[config.mk]
export PLATFORM = sky130hd
export DESIGN_NAME = ball_engine
export DESIGN_NICKNAME = d
export VERILOG_FILES = /design/src/rtl/ball_engine.sv
export SDC_FILE = /design/constraint.sdc
export NUM_CORES = 1
export LEC_CHECK = 0
export CORE_UTILIZATION = 40
export DETAILED_ROUTE_END_ITERATION = 8
export PLACE_DENSITY = 0.63
export SLEW_MARGIN = 20
export SYNTH_ARGS = -nofsm -noshare
export SYNTH_HDL_FRONTEND = slang
export SYNTH_SLANG_ARGS = --single-unit
[constraint.sdc]
create_clock -name pxl_clk -period 8 [get_ports pxl_clk]
set_input_delay 1.2 -clock pxl_clk [delete_from_list [all_inputs] [get_ports pxl_clk]]
set_output_delay 1.2 -clock pxl_clk [all_outputs]
set_load 0.005 [all_outputs]
[src/rtl/ball_engine.sv]
// Pong-style ball engine: steps the ball once per frame, bounces it off the walls and the paddle,
// handles ball loss with a timed hold, and produces a registered per-pixel "ball here" flag.
module ball_engine #(
   parameter int BALL_SIZE   = 8,
   parameter int LEFT_EDGE   = 8,
   parameter int RIGHT_EDGE  = 632,
   parameter int TOP_EDGE    = 8,
   parameter int PADDLE_TOP  = 460,
   parameter int PADDLE_HALF = 32,
   parameter int LOSE_Y      = 472,
   parameter int LOST_FRAMES = 60
) (
   input  logic       pxl_clk,
   input  logic       reset_n,
   input  logic       frame_tick,
   input  logic       serve,
   input  logic [9:0] paddle_x,
   input  logic [9:0] hcount,
   input  logic [9:0] vcount,
   output logic [9:0] ball_x,
   output logic [9:0] ball_y,
   output logic       ball_on,
   output logic       lose,
   output logic       bounce,
   output logic [1:0] state
);
   typedef enum logic [1:0] {IDLE = 2'b00, PLAY = 2'b01, LOST = 2'b10} state_t;

   localparam logic [10:0] SIZE_W  = 11'(BALL_SIZE);
   localparam logic [10:0] LEFT_W  = 11'(LEFT_EDGE);
   localparam logic [10:0] RIGHT_W = 11'(RIGHT_EDGE);
   localparam logic [10:0] TOP_W   = 11'(TOP_EDGE);
   localparam logic [10:0] PTOP_W  = 11'(PADDLE_TOP);
   localparam logic [10:0] HALF_W  = 11'(PADDLE_HALF);
   localparam logic [10:0] LOSE_W  = 11'(LOSE_Y);
   localparam logic [5:0]  LOST_LAST = 6'(LOST_FRAMES - 1);
   localparam logic [9:0]  HOME_X  = 10'd320;
   localparam logic [9:0]  HOME_Y  = 10'd240;

   state_t     state_q, state_d;
   logic [9:0] ball_x_q, ball_x_d, ball_y_q, ball_y_d;
   logic       dx_q, dx_d, dy_q, dy_d;   // 1 = right / down
   logic       lose_q, lose_d, bounce_q, bounce_d, ball_on_q, ball_on_d;
   logic [5:0] lost_cnt_q, lost_cnt_d;

   logic [10:0] bx, by, bx_end, by_end, px, pad_lo, pad_hi, hc, vc;
   logic        overlap, flip_x, flip_y, dx_new, dy_new;

   // Collision geometry, widened to 11 bits so sums never wrap and the paddle's left end clamps at 0.
   always_comb begin
      bx      = {1'b0, ball_x_q};
      by      = {1'b0, ball_y_q};
      bx_end  = bx + SIZE_W;
      by_end  = by + SIZE_W;
      px      = {1'b0, paddle_x};
      hc      = {1'b0, hcount};
      vc      = {1'b0, vcount};
      pad_lo  = (px > HALF_W) ? (px - HALF_W) : 11'd0;
      pad_hi  = px + HALF_W;
      overlap = (bx_end > pad_lo) && (bx < pad_hi);
      flip_x  = dx_q ? (bx_end >= RIGHT_W) : (bx <= LEFT_W);
      flip_y  = dy_q ? ((by_end >= PTOP_W) && (by_end < PTOP_W + 11'd4) && overlap)
                     : (by <= TOP_W);
      dx_new  = dx_q ^ flip_x;
      dy_new  = dy_q ^ flip_y;
   end

   always_comb begin
      state_d    = state_q;
      ball_x_d   = ball_x_q;
      ball_y_d   = ball_y_q;
      dx_d       = dx_q;
      dy_d       = dy_q;
      bounce_d   = 1'b0;
      lost_cnt_d = lost_cnt_q;
      case (state_q)
         IDLE: begin
            lost_cnt_d = 6'd0;
            if (serve) begin
               state_d = PLAY;
               dx_d    = 1'b1;
               dy_d    = 1'b1;
            end
         end
         PLAY: begin
            if (frame_tick) begin
               if (by >= LOSE_W) begin
                  state_d = LOST;
               end else begin
                  dx_d     = dx_new;
                  dy_d     = dy_new;
                  bounce_d = flip_x | flip_y;
                  ball_x_d = dx_new ? ball_x_q + 10'd1 : ball_x_q - 10'd1;
                  ball_y_d = dy_new ? ball_y_q + 10'd2 : ball_y_q - 10'd2;
               end
            end
         end
         LOST: begin
            if (frame_tick) begin
               if (lost_cnt_q == LOST_LAST) begin
                  state_d    = IDLE;
                  lost_cnt_d = 6'd0;
                  ball_x_d   = HOME_X;
                  ball_y_d   = HOME_Y;
                  dx_d       = 1'b1;
                  dy_d       = 1'b1;
               end else begin
                  lost_cnt_d = lost_cnt_q + 6'd1;
               end
            end
         end
         default: begin
            state_d    = IDLE;
            lost_cnt_d = 6'd0;
         end
      endcase
      lose_d    = (state_d == LOST);
      ball_on_d = ((state_q == IDLE) || (state_q == PLAY)) &&
                  (hcount < 10'd640) && (vcount < 10'd480) &&
                  (hc >= bx) && (hc < bx_end) && (vc >= by) && (vc < by_end);
   end

   always_ff @(posedge pxl_clk or negedge reset_n) begin
      if (!reset_n) begin
         state_q    <= IDLE;
         ball_x_q   <= HOME_X;
         ball_y_q   <= HOME_Y;
         dx_q       <= 1'b1;
         dy_q       <= 1'b1;
         lose_q     <= 1'b0;
         bounce_q   <= 1'b0;
         ball_on_q  <= 1'b0;
         lost_cnt_q <= 6'd0;
      end else begin
         state_q    <= state_d;
         ball_x_q   <= ball_x_d;
         ball_y_q   <= ball_y_d;
         dx_q       <= dx_d;
         dy_q       <= dy_d;
         lose_q     <= lose_d;
         bounce_q   <= bounce_d;
         ball_on_q  <= ball_on_d;
         lost_cnt_q <= lost_cnt_d;
      end
   end

   assign ball_x  = ball_x_q;
   assign ball_y  = ball_y_q;
   assign ball_on = ball_on_q;
   assign lose    = lose_q;
   assign bounce  = bounce_q;
   assign state   = state_q;
endmodule
==> Word-level counts from Yosys, hierarchy flattened <==
Index checks and enable logic that the tools add are counted.
Widths: inputs -> output; s select.
{ "classes": {"n_addsub": 9, "n_lt_le_gt_ge": 15, "n_eq_ne": 9, "n_mux": 36, "bitwise": 4, "n_reduce_logical": 16} }
{ "op_table": {"columns": ["cell", "count"], "rows": [
  ["$mux 10", 10],
  ["$pmux 10 s2", 2],
  ["$lt 10x11->1", 3],
  ["$add 10x4->11 const B", 2],
  ["$ge 10x10->1", 2],
  ["$le 10x4->1 const B", 2],
  ["$mux 1", 12],
  ["$mux 6", 2],
  ["$pmux 6 s2", 1],
  ["$add 10x6->11 const B", 1],
  ["$ge 11x10->1 const B", 1],
  ["$ge 11x9->1 const B", 1],
  ["$gt 11x11->1", 1],
  ["$lt 11x9->1 const B", 1],
  ["$mux 11", 1],
  ["$sub 10x6->11 const B", 1],
  ["$add 10x1->10 const B", 1],
  ["$add 10x2->10 const B", 1],
  ["$ge 10x9->1 const B", 1],
  ["$gt 10x6->1 const B", 1],
  ["$lt 10x10->1 const B", 1],
  ["$lt 10x9->1 const B", 1],
  ["$mux 2", 5],
  ["$ne 2x2->1 const B", 5],
  ["19 further kinds", 30]
]} }
{ "totals": {"reg_bits": 33, "in_bits": 34, "out_inout_bits": 25, "elab_cells": 98} }

==> Longest topological paths before layout <==
Gate-level depths: netlist (run 1).
{ "logic_depth": {"ltp_word": 11, "ltp_mapped": 21, "ltp_nobuf": 20} }

==> Worst setup path before layout (run 1) <==
No wires, ideal clock.
{ "synth_path": {"path_type": "input to register", "start": "in paddle_x[1]", "end": "reg ball_y_q[8] (netlist: ball_y[8])", "arrival_ns": 4.682, "required_time_ns": 7.863, "setup_slack_ns": 3.180, "cell_stages": 20, "n_path_buf": 1, "path_cell_list": "nor4_1 -> a21oi_1 -> or4_1 -> clkbuf_1 -> nand2_1 -> ha_1 -> a21o_1 -> nand3_1 -> a21oi_1 -> o32a_1 -> o211ai_2 -> inv_1 -> ha_1 -> a21o_1 -> a21oi_1 -> nor2b_1 -> o21a_1 -> o211ai_1 -> xor2_1 -> o22ai_1"} }
{ "synth_via": {"elab_chain_cells": 11} }
{ "synth_rtl": {"columns": ["item", "line_no", "source"], "rows": [
  ["start: declaration", "17", "input logic [9:0] paddle_x,"],
  ["$sub 10x6->11 / $gt 10x6->1 (equally long branches)", "58", "pad_lo = (px > HALF_W) ? (px - HALF_W) : 11'd0;"],
  ["$mux 11", "58", null],
  ["$gt 11x11->1", "60", "overlap = (bx_end > pad_lo) && (bx < pad_hi);"],
  ["$logic_and 1x1->1 *", "60", null],
  ["$logic_and 1x1->1 *", "62", "flip_y = dy_q ? ((by_end >= PTOP_W) && (by_end < PTOP_W + 11'd4) && overlap)"],
  ["$mux 1 *", "62", null],
  ["$xor 1x1->1 *", "65", "dy_new = dy_q ^ flip_y;"],
  ["$mux 10 *", "94", "ball_y_d = dy_new ? ball_y_q + 10'd2 : ball_y_q - 10'd2;"],
  ["$mux 10 *", "87", "if (by >= LOSE_W) begin"],
  ["$mux 10 *", "86", "if (frame_tick) begin"],
  ["$pmux 10 s2 *", "76", "case (state_q)"],
  ["end signal: assignment", "137", "ball_y_q <= ball_y_d;"],
  ["end: declaration", "41", "logic [9:0] ball_x_q, ball_x_d, ball_y_q, ball_y_d;"]
]} }
Every way passes the cells marked *; elsewhere a longest branch is shown, timed or not. The select of a mux whose other input is x is not followed.
A chain may end at the register's enable or synchronous reset.

==> Worst setup path in the final report (run 1) <==
{ "layout_path": {"start": "in paddle_x[5]", "end": "reg ball_y_q[8] (netlist: ball_y[8])"} }
The elaborated chain is that of the path after synthesis.

==> summary.md, run 1 <==
| Metric | Value |
|---|---|
| Most common cell after layout, fill and taps aside | `ha_1` |
| Die Wd | `102 µm` |
| Worst Tran Pin Value | `658 ps` |
| # setup viols final | `0` |
| Fin crit share | `69.8%` |
| EDFF count, synth | `0` |
| CP Capture Type | `register` |
| Crit Path Category | `in2reg` |
| First-pass GRT wire length | `16800 µm` |
| VDD IR max | `0.0733 mV` |
| Critical Path RT | `8140 ps` |
| DR iter-0 viols | `168` |
| Deepest clock path buffer count | `2` |
| I/O Buffers | `56` |
| R2R Path End | `ball_y[8]$_DFFE_PN0P_` |
| Die Height | `102 µm` |
| CTS buffer count | `5` |
| Slew headroom | `55.8%` |
| Die ar. | `0.0104 mm²` |
| Hold Path End | `lost_cnt_q[5]$_DFFE_PN0P_` |
| Antenna violations before repair | `0` |
| Hold Fails Final Rpt | `0` |
| Static leakage power | `2.20 nW` |
| F_max | `0.179 GHz` |
| Violations in the final reports | `DRC` |
| Worst skew pair latency | `300 ps` |
| Async SR Flop Fraction | `100%` |
| Status | `finished with violations` |
| Max_cap viols | `0` |
| CTS H-tree lvls | `2` |
| Critical Path Start Type | `input pin` |
| Most frequent cells in the layout | `77 x ha_1, 56 x clkdlybuf4s50_1, 39 x inv_1` |
| Initial core utilization | `41.2%` |
| Max-slew violations | `0` |
| Post-CTS setup buffer count | `0` |
| Vias per cell | `5.54` |
| Worst EP arrival | `5730 ps` |
| Area of the multi-input gates | `0.00298 mm²` |
| Routability cong. | `0.876` |
| Clk slew on worst S/H paths | `70 ps` |
| ANT cells | `0` |
| Post-cts sizing count | `0` |
| Area after DPL | `0.00468 mm²` |
| Min Tclk post-route | `5590 ps` |
| Drt wl/cell | `15.7 µm` |
| Hold path depth | `2` |
| YS warnings | `0` |
| Core area | `0.00973 mm²` |
| Root Buffer | `clkbuf_8` |
| Hold WC Path Type | `reg2reg` |
| Syn avg cell area | `8.50 µm²` |
| Clk sink count | `32` |
| Flop2flop setup slack | `3350 ps` |
| Setup tns final | `0 ps` |
| Number of global-route vias before repair | `3404` |
| # fillers | `970` |
| Drc violations | `1` |
| P per Cell Area | `96.8 mW/mm²` |
| Worst-path maximum fanout | `9` |
| Post-route ant nets | `0` |
| Number of primary I/O pins | `59` |
| Unique masters post-synth | `72` |
| Detail Placement HPWL | `8150 µm` |
| Nets | `639` |
| Proportion of layout cells with a drive suffix above 1 | `7.21%` |
| Synthesized area | `0.00400 mm²` |
| Pre-antenna DRT Iters | `6` |
| # rows | `36` |
| GRT overflow | `0` |
| Largest net degree at the start of global routing | `33` |
| RSZ-0062 raised after global routing | `false` |
| Total GRT Usage | `20.7%` |
| Syn nets | `584` |
| CTS Hold Buffers Added | `0` |
| Min-delay src | `lost_cnt_q[5]$_DFFE_PN0P_` |
| Final core occ | `49.2%` |
| Seq/Total Area, Yosys | `20.3%` |
| Area occupied by registers | `811 µm²` |
| Flops & latches, synth | `32` |
| Area grow syn2layout | `19.7%` |
| Fin area | `0.00479 mm²` |
| Reg2reg start | `ball_x[3]$_DFFE_PN0P_` |
| Vias after detailed routing | `3657` |
| CTS tree | `built` |
| Min Hold Slack | `550 ps` |
| Final WL | `10400 µm` |
| Ys flop type | `dfrtp_1` |
| Final worst clock skew | `13.3 ps` |
| Cells on worst reg2reg path | `18` |
| Cells after Synth | `471` |
[worst max-delay path by stage]
| stage | to | startpoint |
|---|---|---|
| after floorplan | ball_y[8]$_DFFE_PN0P_ | paddle_x[1] |
| after global placement | ball_y[8]$_DFFE_PN0P_ | paddle_x[5] |
| after detailed placement | ball_y[8]$_DFFE_PN0P_ | paddle_x[5] |
| after CTS | ball_y[8]$_DFFE_PN0P_ | paddle_x[5] |
| after global routing | ball_y[8]$_DFFE_PN0P_ | paddle_x[5] |
| final | ball_y[8]$_DFFE_PN0P_ | paddle_x[5] |
[worst max-delay path, stage by stage]
cell	delay (ps)
clkdlybuf4s50_1	540
inv_2	120
ha_1	240
a21oi_1	60
or4_1	560
nand2_1	130
ha_1	250
a21oi_1	150
o21a_1	150
o32ai_1	80
o32a_1	370
o211ai_2	210
inv_1	190
ha_1	310
a21o_1	170
a21oi_1	230
nor2b_1	80
o21a_1	190
o211ai_1	210
xor2_1	180
o22ai_1	100
[layer usage]
metal / global-route usage (%) / vias up / part of all wire, %
met2: 35.3 / 82 / 49
li1: - / 1841 / -
met5: 0 / - / 0
met1: 27.8 / 1722 / 47
met3: 2.33 / 12 / 3.5
met4: 5.05 / 0 / 1.3
[through the flow]
| step | setup slack (ps) | cells | total power [W] |
|---|---|---|---|
| 3_5_place_dp | 2110 | 652 | 0.000311 |
| 5_1_grt | 1990 | 660 | 0.000493 |
| 3_3_place_gp | 2190 | 652 | 0.000308 |
| 2_1_floorplan | 3180 | 471 | 0.000253 |
| 6_report | 2410 | 660 | 0.000464 |
| 4_1_cts | 2390 | 660 | 0.000469 |
[Yosys cell counts, types with 9 or more instances]
| cell type | n | area [µm²] |
|---|---|---|
| nor3_1 | 13 | 65.1 |
| o21ai_0 | 23 | 115 |
| nand2_1 | 36 | 135 |
| dfrtp_1 | 24 | 601 |
| a21o_1 | 10 | 75.1 |
| ha_1 | 77 | 963 |
| a21oi_1 | 28 | 140 |
| xor2_1 | 13 | 114 |
| xnor2_1 | 18 | 158 |
| nor2_1 | 27 | 101 |
| nand3_1 | 17 | 85.1 |
| o22ai_1 | 9 | 56.3 |
| inv_1 | 39 | 146 |
[flip-flops by register name, summed over array words and instances, names as in the netlist]
| register | flops |
|---|---|
| ball_on | 1 |
| ball_x | 10 |
| ball_y | 9 |
| bounce | 1 |
| dx_q | 1 |
| dy_q | 1 |
| lose | 1 |
| lost_cnt_q | 6 |
| state | 2 |
[final cells by class]
cell class / count / share of cell area (%)
timing repair buffer: 57 / 11.9
sequential: 32 / 16.9
tap: 133 / 3.47
multi-input combinational: 389 / 62.3
inverter: 41 / 3.21
clock inverter: 2 / 0.731
clock buffer: 6 / 1.51
[cell families (layout without fill, tap and decap cells)]
group | Yosys count | count (layout) | share of synthesized area (%)
xor+xnor | 33 | 33 | 7.59
fa+ha+maj | 79 | 79 | 25.1
buf+inv | 50 | 106 | 5.22
flops | 32 | 32 | 20.3
mux | 1 | 1 | 0.250
compound gates | 131 | 131 | 23.1
other cells | 1 | 1 | 0.0937
simple gates | 144 | 144 | 18.5
[where the power goes]
| group | switching (W) | internal [W] |
|---|---|---|
| combinational | 0.0000603 | 0.0000612 |
| sequential | 0.0000138 | 0.000172 |
| clock | 0.0000644 | 0.0000924 |
No activity file was read; power rests on OpenSTA's default activity.
==> run 2: changes to the inputs <==
==> constraint.sdc (replaced) <==
create_clock -name pxl_clk -period 5.32 [get_ports pxl_clk]
set_input_delay 0.798 -clock pxl_clk [delete_from_list [all_inputs] [get_ports pxl_clk]]
set_output_delay 0.798 -clock pxl_clk [all_outputs]
set_load 0.005 [all_outputs]
==> summary.md, run 2 (synthesized netlist as in run 1, its figures left out) <==
| Metric | Value |
|---|---|
| Status | `finished clean` |
| Hold Path End | `lost_cnt_q[5]$_DFFE_PN0P_` |
| I/O Buffers | `56 (unchanged)` |
| CP Capture Type | `register` |
| R2R Path End | `ball_y[8]$_DFFE_PN0P_` |
| Max-slew violations | `0 (unchanged)` |
| Die ar. | `0.0104 mm² (unchanged)` |
| Cells on worst reg2reg path | `18 (unchanged)` |
| Min Tclk post-route | `4910 ps` |
| # rows | `36 (unchanged)` |
| Post-route ant nets | `0 (unchanged)` |
| Drc violations | `0 (-1)` |
| Total GRT Usage | `20.6% (-0.084 points)` |
| Largest net degree at the start of global routing | `33 (unchanged)` |
| Setup tns final | `0 ps (unchanged)` |
| Flop2flop setup slack | `1010 ps (-2340 ps)` |
| Crit Path Category | `in2reg` |
| ANT cells | `0 (unchanged)` |
| Initial core utilization | `41.2% (unchanged)` |
| Die Height | `102 µm (unchanged)` |
| Critical Path RT | `5470 ps (-2670 ps)` |
| Root Buffer | `clkbuf_8` |
| Clk sink count | `32 (unchanged)` |
| CTS tree | `built` |
| # setup viols final | `0 (unchanged)` |
| CTS buffer count | `5 (unchanged)` |
| Routability cong. | `0.944 (+7.8%)` |
| Reg2reg start | `ball_x[3]$_DFFE_PN0P_` |
| Largest register FFs | `10 (unchanged)` |
| Post-route worst setup slack | `406 ps (-2010 ps)` |
| P per Cell Area | `143 mW/mm² (+48%)` |
| Final core occ | `50.1% (+0.89 points)` |
| Deepest clock path buffer count | `2 (unchanged)` |
| Most frequent cells in the layout | `77 x ha_1, 56 x clkdlybuf4s50_1, 39 x inv_1` |
| CTS H-tree lvls | `2 (unchanged)` |
| Nets | `650 (+1.7%)` |
| Pwr Total | `0.000700 W (+51%)` |
| Number of primary I/O pins | `59 (unchanged)` |
| Static leakage power | `2.25 nW (+2.5%)` |
| Drt wl/cell | `15.7 µm (-0.49%)` |
| Area grow syn2layout | `21.8%` |
| GRT overflow | `0 (unchanged)` |
| Proportion of layout cells with a drive suffix above 1 | `9.29% (+2.1 points)` |
| Vias per cell | `5.55 (+0.22%)` |
| First-pass GRT wire length | `16700 µm (-0.17%)` |
| Final worst clock skew | `3.86 ps (-9.45 ps)` |
| Number of global-route vias before repair | `3562 (+4.6%)` |
| Min-delay src | `lost_cnt_q[5]$_DFFE_PN0P_` |
| VDD IR max | `0.105 mV (+44%)` |
| Post-route insts no fill | `671 (+1.7%)` |
| Worst skew pair latency | `280 ps (-20 ps)` |
| Hold path depth | `2 (unchanged)` |
| Fin crit share | `92.4%` |
| Core area | `0.00973 mm² (unchanged)` |
| Most common cell after layout, fill and taps aside | `ha_1` |
| Worst Tran Pin Value | `605 ps (-52.8 ps)` |
| Antenna violations before repair | `0 (unchanged)` |
| F_max | `0.203 GHz` |
| Met2 Use GR | `35.1% (-0.26 points)` |
| Met3 Track Usage GR | `2.19% (-0.14 points)` |
| Die Wd | `102 µm (unchanged)` |
| Detail Placement HPWL | `8320 µm (+2.2%)` |
| Worst EP arrival | `5060 ps (-670 ps)` |
| Hold Fails Final Rpt | `0 (unchanged)` |
| Hold WC Path Type | `reg2reg` |
| Pre-antenna DRT Iters | `4 (-2)` |
| Setup WS pre-CTS | `27.3 ps (-2080 ps)` |
| Slew headroom | `59.3% (+3.5 points)` |
| Worst-path maximum fanout | `9 (unchanged)` |
| M1 GR Usage | `27.7% (-0.056 points)` |
| Critical Path Start Type | `input pin` |
| Placed cells | `663 (+1.7%)` |
| CTS Hold Buffers Added | `0 (unchanged)` |
| Vias after detailed routing | `3726 (+1.9%)` |
| Final WL | `10500 µm (+1.2%)` |
| Clk slew on worst S/H paths | `70 ps (about the same)` |
| Layer with the highest usage | `met2` |
| Max_cap viols | `0 (unchanged)` |
| DR iter-0 viols | `216 (+29%)` |
==> run 2: metal layers <==
layer,up-vias,routed length (µm)
met4,0,146
met5,-,0
met3,12,508
li1,1871,-
met2,106,4950
met1,1737,4910
==> run 2: worst max-delay path: stages <==
cell and delay [ps]:
clkdlybuf4s50_1 460, nor4_1 320, a21oi_1 120, or4_4 500
nand2_1 110, ha_1 260, a21oi_1 150, o21a_1 150
o32ai_1 70, o32a_1 370, o211ai_2 200, inv_1 140
fa_1 420, a21oi_1 160, nor2b_1 80, a31oi_1 240
a21oi_1 120, xnor2_1 190, xnor2_1 140, o21ai_1 70
==> run 2: final cells by class <==
class	instances	area (µm²)
clock inverter	2	35.0
fill	942	4850
multi-input combinational	389	2990
tap	133	166
sequential	32	811
timing repair buffer	68	651
clock buffer	6	72.6
inverter	41	154
==> run 2: timing repair <==
| item | CTS | global route |
|---|---|---|
| setup endpoints to repair | 0 | 2 |
| buffers inserted | 0 | 0 |
| gates resized for setup | 0 | 1 |
==> run 2: worst max path at each step <==
stage / slack, ps / cells after the start / endpoint / startpoint
after floorplan: 900 / 20 / ball_y[8]$_DFFE_PN0P_ / paddle_x[1]
after global placement: 100 / 20 / ball_y[8]$_DFFE_PN0P_ / paddle_x[3]
after detailed placement: 30 / 20 / ball_y[9]$_DFFE_PN0P_ / paddle_x[3]
after CTS: 300 / 20 / ball_y[9]$_DFFE_PN0P_ / paddle_x[3]
after global routing: -20 / 20 / ball_y[8]$_DFFE_PN0P_ / paddle_x[3]
final: 410 / 20 / ball_y[9]$_DFFE_PN0P_ / paddle_x[3]
==> run 2: per-stage QoR <==
| step | hold WS [ps] | cell area (µm²) |
|---|---|---|
| 6_report | 545 | 4880 |
| 3_5_place_dp | 534 | 4770 |
| 3_3_place_gp | 533 | 4770 |
| 5_1_grt | 605 | 4880 |
| 2_1_floorplan | 502 | 4000 |
| 4_1_cts | 553 | 4870 |
==> run 2: power breakdown <==
group / internal [W] / switching (W) / total [W]
registers: 0.000258 / 0.0000228 / 0.000281
logic: 0.0000952 / 0.0000920 / 0.000187
clock network: 0.000139 / 0.0000922 / 0.000231
total: 0.000492 / 0.000207 / 0.000699
